--- src/rtl/complex_upconverter.sv ---
// complex_upconverter: multiplies a baseband I/Q stream by exp(+j*theta) from a phase-accumulated LO table
// ports: clock, rst (sync, active high)
//        in_valid, sig_baseband_real/imag (s10)  -> baseband sample
//        phase_inc_in, inc_load, phase_clear      -> LO phase control
//        sig_modulated_real/imag (s22), out_valid -> upconverted sample, 3 cycles later
module complex_upconverter #(
  parameter int PHASE_W = 16,
  parameter int LUT_BITS = 8
) (
  input  logic                      clock,
  input  logic                      rst,
  input  logic                      in_valid,
  input  logic signed [9:0]         sig_baseband_real,
  input  logic signed [9:0]         sig_baseband_imag,
  input  logic [PHASE_W-1:0]        phase_inc_in,
  input  logic                      inc_load,
  input  logic                      phase_clear,
  output logic signed [21:0]        sig_modulated_real,
  output logic signed [21:0]        sig_modulated_imag,
  output logic                      out_valid
);
  // round(511*sin(2*pi*k/256)) for k = 0..64; the rest of the circle comes from symmetry
  localparam logic [8:0] SIN_Q [0:64] = '{
    9'd0,   9'd13,  9'd25,  9'd38,  9'd50,  9'd63,  9'd75,  9'd87,  9'd100, 9'd112,
    9'd124, 9'd136, 9'd148, 9'd160, 9'd172, 9'd184, 9'd196, 9'd207, 9'd218, 9'd230,
    9'd241, 9'd252, 9'd263, 9'd273, 9'd284, 9'd294, 9'd304, 9'd314, 9'd324, 9'd334,
    9'd343, 9'd352, 9'd361, 9'd370, 9'd379, 9'd387, 9'd395, 9'd403, 9'd410, 9'd418,
    9'd425, 9'd432, 9'd438, 9'd445, 9'd451, 9'd456, 9'd462, 9'd467, 9'd472, 9'd477,
    9'd481, 9'd485, 9'd489, 9'd492, 9'd496, 9'd499, 9'd501, 9'd503, 9'd505, 9'd507,
    9'd509, 9'd510, 9'd510, 9'd511, 9'd511
  };
  function automatic logic signed [9:0] sin_lut(input logic [7:0] i);
    logic [6:0] m;
    logic signed [9:0] v;
    m = i[6] ? 7'(7'd64 - {1'b0, i[5:0]}) : {1'b0, i[5:0]};
    v = $signed({1'b0, SIN_Q[m]});
    return i[7] ? -v : v;
  endfunction
  logic [PHASE_W-1:0] acc, inc, phase;
  logic [7:0] idx;
  logic v1, v2, v3;
  logic signed [9:0] br1, bi1, lr1, li1;
  logic signed [19:0] p_rr, p_ii, p_ri, p_ir;
  // the table has 256 points; narrower indices are scaled up to the same angle
  if (LUT_BITS >= 8) begin : g_idx_full
    assign idx = phase[PHASE_W-1 -: 8];
  end else begin : g_idx_narrow
    assign idx = {phase[PHASE_W-1 -: LUT_BITS], {(8-LUT_BITS){1'b0}}};
  end
  // a clear lands on the same cycle's sample, so its phase is forced to zero
  assign phase = phase_clear ? '0 : acc;
  assign out_valid = v3;
  always_ff @(posedge clock) begin
    if (rst) begin
      acc <= '0;
      inc <= '0;
      v1 <= 1'b0;
      v2 <= 1'b0;
      v3 <= 1'b0;
      sig_modulated_real <= '0;
      sig_modulated_imag <= '0;
    end else begin
      if (inc_load) inc <= phase_inc_in;
      if (in_valid) acc <= phase + inc;
      else if (phase_clear) acc <= '0;
      v1 <= in_valid;
      v2 <= v1;
      v3 <= v2;
      if (v2) begin
        sig_modulated_real <= 22'(p_rr) - 22'(p_ii);
        sig_modulated_imag <= 22'(p_ri) + 22'(p_ir);
      end
    end
  end
  always_ff @(posedge clock) begin
    br1 <= sig_baseband_real;
    bi1 <= sig_baseband_imag;
    lr1 <= sin_lut(idx + 8'd64);
    li1 <= sin_lut(idx);
    p_rr <= 20'(br1) * 20'(lr1);
    p_ii <= 20'(bi1) * 20'(li1);
    p_ri <= 20'(br1) * 20'(li1);
    p_ir <= 20'(bi1) * 20'(lr1);
  end
endmodule

--- config.mk ---
export PLATFORM = sky130hd
export DESIGN_NAME = complex_upconverter
export DESIGN_NICKNAME = d
export VERILOG_FILES = /design/src/rtl/complex_upconverter.sv
export SDC_FILE = /design/constraint.sdc
export NUM_CORES = 1
export LEC_CHECK = 0
export BUFFER_PORTS_ARGS = -buffer_cell sky130_fd_sc_hd__buf_2
export CAP_MARGIN = 20
export CORE_MARGIN = 1
export CORE_UTILIZATION = 40
export DETAILED_ROUTE_END_ITERATION = 12
export PLACE_DENSITY = 0.54
export SKIP_LAST_GASP = 1
export SLEW_MARGIN = 20
export SYNTH_ARGS = -nofsm -noshare
export SYNTH_HDL_FRONTEND = slang
export SYNTH_SLANG_ARGS = --single-unit
--- constraint.sdc ---
create_clock -name clock -period 7 [get_ports clock]
set_clock_uncertainty 0.05 [all_clocks]
set_input_delay 0.35 -clock clock [delete_from_list [all_inputs] [get_ports clock]]
set_output_delay 0.35 -clock clock [all_outputs]
set_load 0.02 [all_outputs]
==> impl_metrics.py <==
metrics = {
    "die": {
        "fp.coreArea_um2": 64930,
        "chipWidth_um": 259.2,
        "dieArea_um2": 67160,
        "io_pins": 86,
        "die_height_um": 259.2,
        "floorplan.initialDensity_pct": 40.74,
        "num_rows": 93,
    },
    "sta": {
        "fin_tns_setup_ps": 0,
        "grt_setup_unrepaired": "false",
        "fin_crit_ps": 5932,
        "timing_worst_slew_pin_value_ps": 1132,
        "rel_slew_slack_pct": 24.02,
        "layout_worst_path_cycle_share_pct": 84.74,
        "finalHoldWorstSlack_ps": 40.71,
        "postLayoutSetupSlackWorst_ps": 1068,
        "drv_slew": 0,
        "count_of_final_setup_violators": 0,
        "hold_violations": 0,
        "fmax_mhz": 168.6,
    },
    "cts": {
        "clkLatencyLatePin_ps": 500,
        "tritoncts_clock_tree": "built",
        "cts.htree.levels": 4,
        "cts.root.buffer_cell": "sky130_fd_sc_hd__clkbuf_16",
        "clock-sinks": 197,
        "clock_edge_transition_at_the_registers_on_the_reported_setup_and_hold_paths_ps": 80,
        "resized_after_cts": 0,
        "cts.path.max_buffers": 2,
        "numCtsBuffers": 17,
    },
    "yosys": {
        "synth.avg_cell_area_um2": 8.625,
        "synth-seq-cells": 197,
        "mappedNetlistNets": 3749,
        "synth-async-reset-ratio_pct": 0,
        "dominantRegCellSynth": "sky130_fd_sc_hd__dfxtp_1",
        "synth-edff-count": 0,
        "total_of_warnings_raised_by_yosys": 0,
        "syn-cell-area_um2": 26450,
        "post_synthesis_instance_total": 3067,
        "seq_area_frac_synth_pct": 14.91,
        "synth.lib_cells_used.distinct": 87,
    },
    "placement": {
        "dp_worst_setup_slack_ps": 1068,
        "postPlaceCellArea_um2": 27720,
        "count_of_buffers_inserted_at_the_top_level_ports": 85,
        "finalWeightedCongestion": 0.8744,
        "hpwlAfterDp_um": 55030,
    },
    "setup_path": {
        "timing.reg2reg.setup_slack_ps": 1070,
        "timing.critical_path.max_delay_family": "adder cells",
        "worst_path_cell_with_the_longest_stage_delay": "sky130_fd_sc_hd__dfxtp_1",
        "critical_path.cell_chain": "nand2_1 -> fa_1 -> inv_1 -> fa_1 -> inv_1 -> fa_1 -> inv_1 -> fa_1 -> inv_1 -> fa_1 -> inv_1 -> ha_1 -> or2_2 -> o31a_1 -> o311ai_0 -> nand3_1 -> o41ai_1 -> o2111ai_1 -> a21oi_1 -> xnor2_1",
        "crit_arrival_ps": 6320,
        "path_buf_inv": 5,
        "worst_ep_required_time_ps": 7380,
        "timing.critical_path.slowest_cell_delay_ps": 760,
        "critical_path.startpoint_type": "flop",
        "setup.worst_path.class": "reg -> reg",
        "critical_path.endpoint_type": "flop",
        "path_max_fanout": 20,
    },
    "grt": {
        "first_global_vias": 21130,
        "antenna_found_initial": 1,
        "first_pass_grt_wire_length_um": 111000,
        "globalRoute.totalOverflow": 0,
        "maximum_number_of_pins_on_one_net_before_global_route_repair": 47,
        "global_route.usage.total_pct": 20.89,
    },
    "detailed_routing": {
        "post-route-drc-count": 0,
        "drt-pass1-iter-count": 7,
        "wl_um": 67270,
        "detailroute.via_count": 20460,
        "drtAntennaViolNets": 0,
        "drtIter0Drc": 1220,
        "viasPerCell": 5.150,
        "routed_wire_per_std_cell_um": 16.94,
    },
    "final_layout": {
        "multiInputGateArea_um2": 19700,
        "area_growth_pct": 7.847,
        "drive_above_1_share_pct": 6.294,
        "design.final.nets": 3784,
        "fillers": 6499,
        "postLayoutCellArea_um2": 28530,
        "seq_area_um2": 3945,
    },
    "outcome": {
        "run_status": "finished clean",
    },
    "flow_run": {
        "timing.max_cap.violations": 0,
    },
    "hold_path": {
        "worstHoldPathType": "in -> reg",
    },
}
## synthesized netlist by cell type, types with 7 or more instances
library cell,n,share of area (%)
sky130_fd_sc_hd__or3_1,13,0.31
sky130_fd_sc_hd__o31ai_1,11,0.31
sky130_fd_sc_hd__o21a_1,14,0.40
sky130_fd_sc_hd__a211oi_1,13,0.37
sky130_fd_sc_hd__and3_1,16,0.38
sky130_fd_sc_hd__a21boi_0,10,0.28
sky130_fd_sc_hd__or2_2,8,0.19
sky130_fd_sc_hd__nor2_1,188,2.7
sky130_fd_sc_hd__o2111ai_1,11,0.36
sky130_fd_sc_hd__a31oi_1,21,0.50
sky130_fd_sc_hd__xnor2_1,126,4.2
sky130_fd_sc_hd__nand2_1,287,4.1
sky130_fd_sc_hd__buf_1,7,0.099
sky130_fd_sc_hd__nand3_1,39,0.74
sky130_fd_sc_hd__dfxtp_1,197,15
sky130_fd_sc_hd__o21ai_0,82,1.6
sky130_fd_sc_hd__o21bai_1,14,0.40
sky130_fd_sc_hd__o41ai_1,8,0.26
sky130_fd_sc_hd__fa_1,367,28
sky130_fd_sc_hd__mux2i_1,51,1.9
sky130_fd_sc_hd__a21oi_1,106,2.0
sky130_fd_sc_hd__ha_1,274,13
sky130_fd_sc_hd__a31o_2,7,0.23
sky130_fd_sc_hd__clkbuf_1,116,1.6
sky130_fd_sc_hd__nand2b_1,28,0.66
sky130_fd_sc_hd__o211ai_1,13,0.37
sky130_fd_sc_hd__nand4_1,11,0.26
sky130_fd_sc_hd__inv_1,601,8.5
sky130_fd_sc_hd__nor2b_1,30,0.71
sky130_fd_sc_hd__a21o_1,26,0.74
sky130_fd_sc_hd__xor2_1,31,1.0
sky130_fd_sc_hd__nor3_1,50,0.95
sky130_fd_sc_hd__and2_1,160,3.8
## layout by cell type (no fill, tap or decap), types with 11 or more instances in the layout
master / Yosys / routed
sky130_fd_sc_hd__inv_1: 601 / 601
sky130_fd_sc_hd__and3_1: 16 / 16
sky130_fd_sc_hd__a31oi_1: 21 / 21
sky130_fd_sc_hd__a21oi_1: 106 / 106
sky130_fd_sc_hd__nand4_1: 11 / 11
sky130_fd_sc_hd__xor2_1: 31 / 31
sky130_fd_sc_hd__nor2b_1: 30 / 30
sky130_fd_sc_hd__or3_1: 13 / 13
sky130_fd_sc_hd__buf_4: 3 / 42
sky130_fd_sc_hd__buf_2: 6 / 85
sky130_fd_sc_hd__nand2_1: 287 / 287
sky130_fd_sc_hd__dlygate4sd3_1: 0 / 24
sky130_fd_sc_hd__o21a_1: 14 / 14
sky130_fd_sc_hd__o31ai_1: 11 / 11
sky130_fd_sc_hd__a211oi_1: 13 / 13
sky130_fd_sc_hd__clkbuf_16: 0 / 17
sky130_fd_sc_hd__nand3_1: 39 / 39
sky130_fd_sc_hd__a21o_1: 26 / 26
sky130_fd_sc_hd__ha_1: 274 / 274
sky130_fd_sc_hd__o2111ai_1: 11 / 11
sky130_fd_sc_hd__nand2b_1: 28 / 28
sky130_fd_sc_hd__o21bai_1: 14 / 14
sky130_fd_sc_hd__o21ai_0: 82 / 82
sky130_fd_sc_hd__mux2i_1: 51 / 51
sky130_fd_sc_hd__dfxtp_1: 197 / 196
sky130_fd_sc_hd__fa_1: 367 / 367
sky130_fd_sc_hd__nor2_1: 188 / 188
sky130_fd_sc_hd__xnor2_1: 126 / 126
sky130_fd_sc_hd__nor3_1: 50 / 50
sky130_fd_sc_hd__o211ai_1: 13 / 13
sky130_fd_sc_hd__and2_1: 160 / 160
## final cells by class
class                      instances  share of cell area [%]
antenna                            3                 0.02632
clock buffer                      21                   1.614
clock inverter                    10                  0.3640
inverter                         602                   7.921
multi-input combinational       2133                   69.06
sequential                       197                   13.83
tap                              855                   3.750
timing repair buffer             151                   3.439
## sequential cells by signal, summed over array words and instances, names as in the netlist, 10 cells and up
name / cells
inc: 16
li1: 10
p_rr: 20
p_ir: 20
sig_modulated_real: 21
lr1: 10
sig_modulated_imag: 21
acc: 16
p_ri: 20
p_ii: 20
br1: 10
bi1: 10
## tightest hold or removal path: stages
cell,delay (ps)
sky130_fd_sc_hd__buf_2,70
sky130_fd_sc_hd__mux2i_1,50
sky130_fd_sc_hd__nor2_1,70
## cell families (layout without fill, tap and decap cells)
| kind of cell | Yosys count | in the layout | share of synthesized area, % |
|---|---|---|---|
| AO/OA/AOI/OAI | 414 | 414 | 10.56 |
| flip-flops | 197 | 197 | 14.91 |
| buffers and inverters | 737 | 784 | 10.61 |
| XOR/XNOR | 157 | 157 | 5.198 |
| other | 0 | 3 | 0 |
| multiplexers | 58 | 58 | 2.228 |
| AND/OR/NAND/NOR | 863 | 863 | 15.75 |
| adder cells (fa/ha/maj) | 641 | 641 | 40.74 |
## metrics by stage
stage	utilization [%]	instances
after detailed placement	42.69	3914
after CTS	43.92	3969
after floorplan	-	3067
after global routing	43.92	3969
after global placement	42.69	3914
final	43.94	3972
## layer usage
| metal | GRT usage (%) | share of wire, % |
|---|---|---|
| met1 | 28.48 | 47 |
| met2 | 34.45 | 47 |
| met3 | 2.724 | 4.0 |
| met4 | 6.225 | 2.3 |
| met5 | 0 | 0 |
## what timing repair did
| item | 4_1_cts | 5_1_grt |
|---|---|---|
| setup buffers | 0 | 0 |
| hold buffers | 24 | 0 |
| endpoints found under the hold margin | 24 | 0 |
## worst paths after layout
kind | cells after the start | from | endpoint
worst max-delay path | 20 | bi1[5] | p_ii[18]
worst min-delay path | 3 | phase_inc_in[15] | inc[15]
worst max register to register | 20 | bi1[5] | p_ii[18]
worst min register to register | 1 | v1 | v2
Power is not shown: default switching activity piles up to over one toggle a cycle in this logic, so the estimate is an artifact.
